### src/rtl/mdu_sequencer.sv
// rtl/mdu_sequencer.sv - multi-cycle multiply/divide sequencer owning HI/LO
//
// Purpose: runs MULT/MULTU/DIV/DIVU on a shared shift-add multiplier /
// restoring divider (one bit per cycle), owns the HI/LO registers, serves
// MTHI/MTLO writes and requests pipeline stalls while a result is pending.
//
// Ports:
//   clock, reset       rising-edge clock, asynchronous active-high reset
//   start, op          EX holds a mult/div (00 MULT, 01 MULTU, 10 DIV, 11 DIVU)
//   opa, opb           rs / rt operands
//   abort              pipeline flush, cancels the operation in flight
//   mf_req             EX holds MFHI/MFLO
//   wr_hi, wr_lo       MTHI / MTLO write enables, data on wr_data
//   hi, lo             HI / LO registers
//   busy, done         operation in progress / one-cycle result-written pulse
//   stall_req          hold the front of the pipeline
module mdu_sequencer #(
  parameter int WIDTH = 32
) (
  input  logic             clock,
  input  logic             reset,
  input  logic             start,
  input  logic [1:0]       op,
  input  logic [WIDTH-1:0] opa,
  input  logic [WIDTH-1:0] opb,
  input  logic             abort,
  input  logic             mf_req,
  input  logic             wr_hi,
  input  logic             wr_lo,
  input  logic [WIDTH-1:0] wr_data,
  output logic [WIDTH-1:0] hi,
  output logic [WIDTH-1:0] lo,
  output logic             busy,
  output logic             done,
  output logic             stall_req
);

  localparam int CW = $clog2(WIDTH + 1);

  typedef enum logic [2:0] {S_IDLE, S_PREP, S_CALC, S_FIX, S_DONE} state_e;

  state_e           state_q, state_d;
  logic [1:0]       op_q;
  logic [WIDTH-1:0] opa_q, opb_q;
  logic [WIDTH-1:0] mcand_q;   // multiplicand magnitude, or divisor magnitude
  logic [WIDTH-1:0] acc_hi_q;  // upper product half, or partial remainder
  logic [WIDTH-1:0] acc_lo_q;  // multiplier / lower product, or dividend / quotient
  logic [CW-1:0]    cnt_q;
  logic             neg_res_q; // product or quotient sign
  logic             neg_rem_q; // remainder follows the dividend sign
  logic [WIDTH-1:0] hi_q, lo_q;

  logic             is_div, is_signed, div_zero;
  logic [WIDTH-1:0] abs_a, abs_b;
  logic [WIDTH:0]   mul_sum;
  logic [WIDTH:0]   div_shift;
  logic [WIDTH-1:0] div_sub;
  logic             div_ge;
  logic [2*WIDTH-1:0] prod_fix;
  logic [WIDTH-1:0] quot_fix, rem_fix;

  assign is_div    = op_q[1];
  assign is_signed = ~op_q[0];
  assign div_zero  = is_div && (opb_q == '0);

  assign abs_a = (is_signed && opa_q[WIDTH-1]) ? -opa_q : opa_q;
  assign abs_b = (is_signed && opb_q[WIDTH-1]) ? -opb_q : opb_q;

  assign mul_sum = {1'b0, acc_hi_q} + (acc_lo_q[0] ? {1'b0, mcand_q} : '0);

  // The shifted remainder can need WIDTH+1 bits (DIVU with a large divisor);
  // when it is >= the divisor the true difference fits WIDTH bits, so a
  // modulo-2^WIDTH subtract is exact in the case it is used.
  assign div_shift = {acc_hi_q, acc_lo_q[WIDTH-1]};
  assign div_ge    = div_shift >= {1'b0, mcand_q};
  assign div_sub   = div_shift[WIDTH-1:0] - mcand_q;

  assign prod_fix = neg_res_q ? -{acc_hi_q, acc_lo_q} : {acc_hi_q, acc_lo_q};
  assign quot_fix = neg_res_q ? -acc_lo_q : acc_lo_q;
  assign rem_fix  = neg_rem_q ? -acc_hi_q : acc_hi_q;

  // State register
  always_ff @(posedge clock or posedge reset) begin
    if (reset) state_q <= S_IDLE;
    else       state_q <= state_d;
  end

  // Next-state logic
  always_comb begin
    state_d = state_q;
    case (state_q)
      S_IDLE, S_DONE: state_d = (start && !abort) ? S_PREP : S_IDLE;
      S_PREP: begin
        if (abort)         state_d = S_IDLE;
        else if (div_zero) state_d = S_DONE;
        else               state_d = S_CALC;
      end
      S_CALC: begin
        if (abort)                 state_d = S_IDLE;
        else if (cnt_q == CW'(1))  state_d = S_FIX;
      end
      S_FIX:   state_d = abort ? S_IDLE : S_DONE;
      default: state_d = S_IDLE;
    endcase
  end

  // Outputs
  always_comb begin
    busy      = (state_q == S_PREP) || (state_q == S_CALC) || (state_q == S_FIX);
    done      = (state_q == S_DONE);
    stall_req = busy && (start || mf_req || wr_hi || wr_lo) && !abort;
  end

  // Datapath
  always_ff @(posedge clock or posedge reset) begin
    if (reset) begin
      op_q      <= '0;
      opa_q     <= '0;
      opb_q     <= '0;
      mcand_q   <= '0;
      acc_hi_q  <= '0;
      acc_lo_q  <= '0;
      cnt_q     <= '0;
      neg_res_q <= 1'b0;
      neg_rem_q <= 1'b0;
    end else begin
      case (state_q)
        S_IDLE, S_DONE: begin
          if (start && !abort) begin
            op_q  <= op;
            opa_q <= opa;
            opb_q <= opb;
          end
        end
        S_PREP: begin
          mcand_q   <= is_div ? abs_b : abs_a;
          acc_lo_q  <= is_div ? abs_a : abs_b;
          acc_hi_q  <= '0;
          cnt_q     <= CW'(WIDTH);
          neg_res_q <= is_signed && (opa_q[WIDTH-1] ^ opb_q[WIDTH-1]);
          neg_rem_q <= is_signed && opa_q[WIDTH-1];
        end
        S_CALC: begin
          cnt_q <= cnt_q - CW'(1);
          if (is_div) begin
            acc_hi_q <= div_ge ? div_sub : div_shift[WIDTH-1:0];
            acc_lo_q <= {acc_lo_q[WIDTH-2:0], div_ge};
          end else begin
            acc_hi_q <= mul_sum[WIDTH:1];
            acc_lo_q <= {mul_sum[0], acc_lo_q[WIDTH-1:1]};
          end
        end
        default: ;
      endcase
    end
  end

  // HI/LO: result write beats MTHI/MTLO; moves are only taken while not busy.
  always_ff @(posedge clock or posedge reset) begin
    if (reset) begin
      hi_q <= '0;
      lo_q <= '0;
    end else if (state_q == S_FIX && !abort) begin
      if (is_div) begin
        hi_q <= rem_fix;
        lo_q <= quot_fix;
      end else begin
        hi_q <= prod_fix[2*WIDTH-1:WIDTH];
        lo_q <= prod_fix[WIDTH-1:0];
      end
    end else if (state_q == S_PREP && !abort && div_zero) begin
      hi_q <= opa_q;
      lo_q <= '1;
    end else if (!busy) begin
      if (wr_hi) hi_q <= wr_data;
      if (wr_lo) lo_q <= wr_data;
    end
  end

  assign hi = hi_q;
  assign lo = lo_q;

endmodule
### config.mk
export PLATFORM = sky130hd
export DESIGN_NAME = mdu_sequencer
export DESIGN_NICKNAME = d
export VERILOG_FILES = /design/src/rtl/mdu_sequencer.sv
export SDC_FILE = /design/constraint.sdc
export NUM_CORES = 1
export LEC_CHECK = 0
export ABC_AREA = 1
export CAP_MARGIN = 20
export CELL_PAD_IN_SITES_DETAIL_PLACEMENT = 0
export CELL_PAD_IN_SITES_GLOBAL_PLACEMENT = 1
export CORE_MARGIN = 1.5
export CORE_UTILIZATION = 42
export CTS_CLUSTER_SIZE = 20
export DETAILED_ROUTE_END_ITERATION = 12
export PLACE_DENSITY = 0.83
export SLEW_MARGIN = 20
export SYNTH_ARGS = -nofsm -noshare
export SYNTH_HDL_FRONTEND = slang
export SYNTH_SLANG_ARGS = --single-unit
export TNS_END_PERCENT = 30
### constraint.sdc
create_clock -name clock -period 8.9 [get_ports clock]
set_input_delay 0.89 -clock clock [delete_from_list [all_inputs] [get_ports clock]]
set_output_delay 0.89 -clock clock [all_outputs]
set_load 0.005 [all_outputs]
==> key figures <==
Timing
  • Fin crit share: 41.91%
  • Unrepaired setup endpoints after global routing: false
  • Final Hold Fails: 0
  • Worst Tran Pin Value: between 1000 and 1500 ps
  • Final setup viols: 0
  • Final critical-path required period: ~3700 ps
  • Layout Skew: 24.62 ps
  • Pins Over Slew Limit: 0
  • Fmax: 268.1 MHz
  • Slew headroom: 26.48%
  • Final TNS setup: 0 ps

Global route
  • Tot GR Track Use: roughly 36%
  • Grt ovf: 0
  • Pin count of the biggest net entering global routing: about 110
  • Initial antenna violation count: 3
  • First-pass GRT wire length: 138.4 mm
  • Number of global-route vias before repair: roughly 22k

Logic synthesis
  • Cells after Synth: roughly 3.4k
  • Synth Cell Area: about 21000 µm²
  • Mapped Avg Cell Area: ~6.1 µm²
  • Post-synth ARST share: 100.0%
  • Netlist cell types: 50
  • Post-synth EDFFs: 0
  • Primary FF master, synth: dfrtp_1
  • Number of synthesis warnings: 0
  • Seq/Total Area, Yosys: ~28%
  • Post-synthesis sequential element count: roughly 240
  • Net Count, Synth: between 3k and 4k

Placed design
  • Final GP Congestion: ~1.0
  • Post-DP HPWL: 74.69 mm
  • Placed insts: 4149
  • Port buffer count: approximately 170

Routing
  • Total Routed Length: ~93 mm
  • DRT antenna net count: 0
  • Starting DRT DRC Count: ~2.5k
  • Post-detailed-route via-to-cell ratio: ~5.7
  • Drt wl/cell: 22.22 µm
  • Total via count in the routed design: about 24k
  • First-pass iteration count of the detailed router: 8
  • DRC: 0

Worst setup path
  • Worst r2r src: acc_hi_q[24]
  • Reg-to-reg slack, setup: ~5200 ps
  • Worst Reg-to-Reg Cells: 13
  • Worst-path maximum fanout: 36
  • Kind of critical path: reg2reg
  • Crit path DAT: 4200 ps
  • Setup crit end kind: flop
  • Reg2reg end: acc_hi_q[15]
  • Critical path startpoint category: flop
  • Worst EP required: ~9400 ps

Clocking
  • CTS tree: yes
  • Clock slew at reported path FFs: about 60 ps
  • Cts hold-fix bufs: 0
  • Cts repair resizes: 0
  • H-tree Lvls: 1
  • CTS max path bufs: 3
  • Sink Count: between 200 and 250
  • Worst-skew pair later-pin latency: about 600 ps
  • CTS buffer count: 29
  • Root buffer cell: clkbuf_16
  • Setup bufs post-CTS: 0

Die
  • Core Box Area: roughly 50000 µm²
  • Chip Height: 226.2 µm
  • FP Rows: approximately 80
  • Top-Level Pins: approximately 170
  • Starting Density: between 40 and 50%
  • Die outline width: 226.2 µm
  • Die area: about 51000 µm²

Power
  • Static Leak: 11.91 nW
  • PD cells: 385.4 nW/µm²
  • Design Power: 0.009267 W
  • VDD IR max: around 0.25 mV

Cells and area
  • ANT cells: 0
  • Share of cells above drive strength 1: 3.785%
  • # nets final: between 3k and 4k
  • Fin cells: approximately 4.2k
  • Fill cells: between 5k and 6k
  • Area grow syn2layout: 14.89%

Flow run
  • MaxCap Viol Count: 0

Min path
  • Hold Path Stages: 2
  • Min-Delay Startpoint: hi[6]
  • Hold worst-path end: hi[6]
  • Hold/Removal Path Class: reg2reg

Status
  • Status: finished clean
## layout by cell type, fill, tap and decap left out, types with 14 or more instances in the layout
| cell type | netlist | layout |
|---|---|---|
| o211ai_1 | 61 | 61 |
| o21ai_0 | 171 | 171 |
| nand3_1 | 381 | 380 |
| dfrtp_1 | 237 | 235 |
| a31oi_1 | 27 | 27 |
| xnor2_1 | 18 | 18 |
| inv_1 | 448 | 445 |
| nor2_1 | 426 | 425 |
| clkbuf_16 | 0 | 29 |
| clkdlybuf4s50_1 | 0 | 171 |
| nand2_1 | 957 | 957 |
| xor2_1 | 49 | 49 |
| a21oi_1 | 202 | 202 |
| nor3_1 | 39 | 39 |
| o22ai_1 | 14 | 14 |
| buf_4 | 11 | 20 |
| o21ai_1 | 28 | 28 |
| ha_1 | 70 | 70 |
| nand4_1 | 52 | 52 |
## synth_stat cells, drive strengths merged (3+ instances only)
| master | count | area (µm²) |
|---|---|---|
| ha | 70 | 875.8 |
| nand2 | 963 | 3635 |
| o211ai | 61 | 457.9 |
| nor3b | 4 | 30.03 |
| nor3 | 43 | 247.7 |
| o21bai | 6 | 45.04 |
| nand4 | 52 | 325.3 |
| nand3b | 10 | 75.07 |
| mux2 | 3 | 33.78 |
| o221ai | 8 | 70.07 |
| and2 | 7 | 43.80 |
| xnor2 | 18 | 157.7 |
| nand3 | 385 | 1947 |
| nor4 | 5 | 37.53 |
| a31oi | 27 | 168.9 |
| clkbuf | 78 | 292.8 |
| o22ai | 14 | 87.58 |
| o21ai | 211 | 1101 |
| dfrtp | 237 | 5931 |
| o31ai | 4 | 30.03 |
| buf | 56 | 322.8 |
| nor2 | 441 | 1713 |
| a21oi | 202 | 1011 |
| or2 | 4 | 25.02 |
| xor2 | 49 | 429.2 |
| inv | 456 | 1712 |
## through the flow
| stage | utilization (%) | worst slack (ps) | hold WS, ps | area [µm²] |
|---|---|---|---|---|
| floorplan | - | 1507 | 454.2 | 20930 |
| global placement | 46.99 | 4376 | 467.9 | 23050 |
| detailed placement | 46.99 | 4289 | 468.7 | 23050 |
| CTS | 48.99 | 4919 | 487.9 | 24030 |
| global route | 49.02 | 4898 | 507.5 | 24050 |
| finish | 49.02 | 5170 | 481.6 | 24050 |
## flip-flops by register name (all words and copies together) (netlist names)
register and cells:
acc_lo_q 32, state_q 3, neg_res_q 1, mcand_q 32, opb_q 32, lo 32
opa_q 32, cnt_q 6, hi 32, op_q 2, neg_rem_q 1, acc_hi_q 32
## metal layers
| layer | global-route usage, % | routed length (µm) | share of wire, % |
|---|---|---|---|
| met1 | 49.69 | 40710 | 44 |
| met5 | 0 | 41 | 0.044 |
| met4 | 15.72 | 4557 | 4.9 |
| met2 | 56.18 | 40890 | 44 |
| met3 | 5.920 | 7227 | 7.7 |
## where the power goes
| part | switching (W) | total [W] | internal, W | leakage, nW |
|---|---|---|---|---|
| Clock | 0.000522 | 0.00123 | 0.000713 | 0.485 |
| Sequential | 0.000696 | 0.00221 | 0.00151 | 2.81 |
| Combinational | 0.00399 | 0.00582 | 0.00183 | 8.61 |
## layout make-up
type / count / area, µm² / area share, %
Inverter: 458 / 1729 / 7.191
Clock inverter: 14 / 152.6 / 0.6348
Tap cell: 664 / 830.8 / 3.455
Sequential cell: 237 / 5936 / 24.69
Timing Repair Buffer: 192 / 1877 / 7.805
Multi-Input combinational cell: 2599 / 12690 / 52.79
Clock buffer: 40 / 827.0 / 3.439
## critical path, stage by stage (launching register included)
cell      delay [ps]
dfrtp_1          810
ha_1             400
nand2_1          140
nor2_1            90
nand2_1           70
nor2_1            50
nand3_1          100
nand3_1           90
nor2_2           260
nand2_4          330
nor2_2           840
nand2_1          220
nand3b_1         150
nand2_1           50
## cells by family after synthesis
logic type	after synthesis	synth area share (%)
flip-flops	237	28.34
multiplexers	3	0.1614
AO/OA/AOI/OAI	541	14.50
adder cells (fa/ha/maj)	72	4.376
AND/OR/NAND/NOR	1916	38.66
XOR/XNOR	67	2.804
buffers and inverters	592	11.16
## worst max-delay path by stage
| stage | start | endpoint | slack (ps) | cells after the start |
|---|---|---|---|---|
| 2_1_floorplan | reset | acc_hi_q[0] | 1510 | 1 |
| 5_1_grt | abort | lo[0] | 4900 | 9 |
| 3_5_place_dp | abort | lo[0] | 4290 | 9 |
| 4_1_cts | abort | lo[0] | 4920 | 9 |
| 6_report | acc_hi_q[24] | acc_hi_q[15] | 5170 | 13 |
| 3_3_place_gp | abort | lo[0] | 4380 | 9 |
No activity file was read; power rests on OpenSTA's default activity.
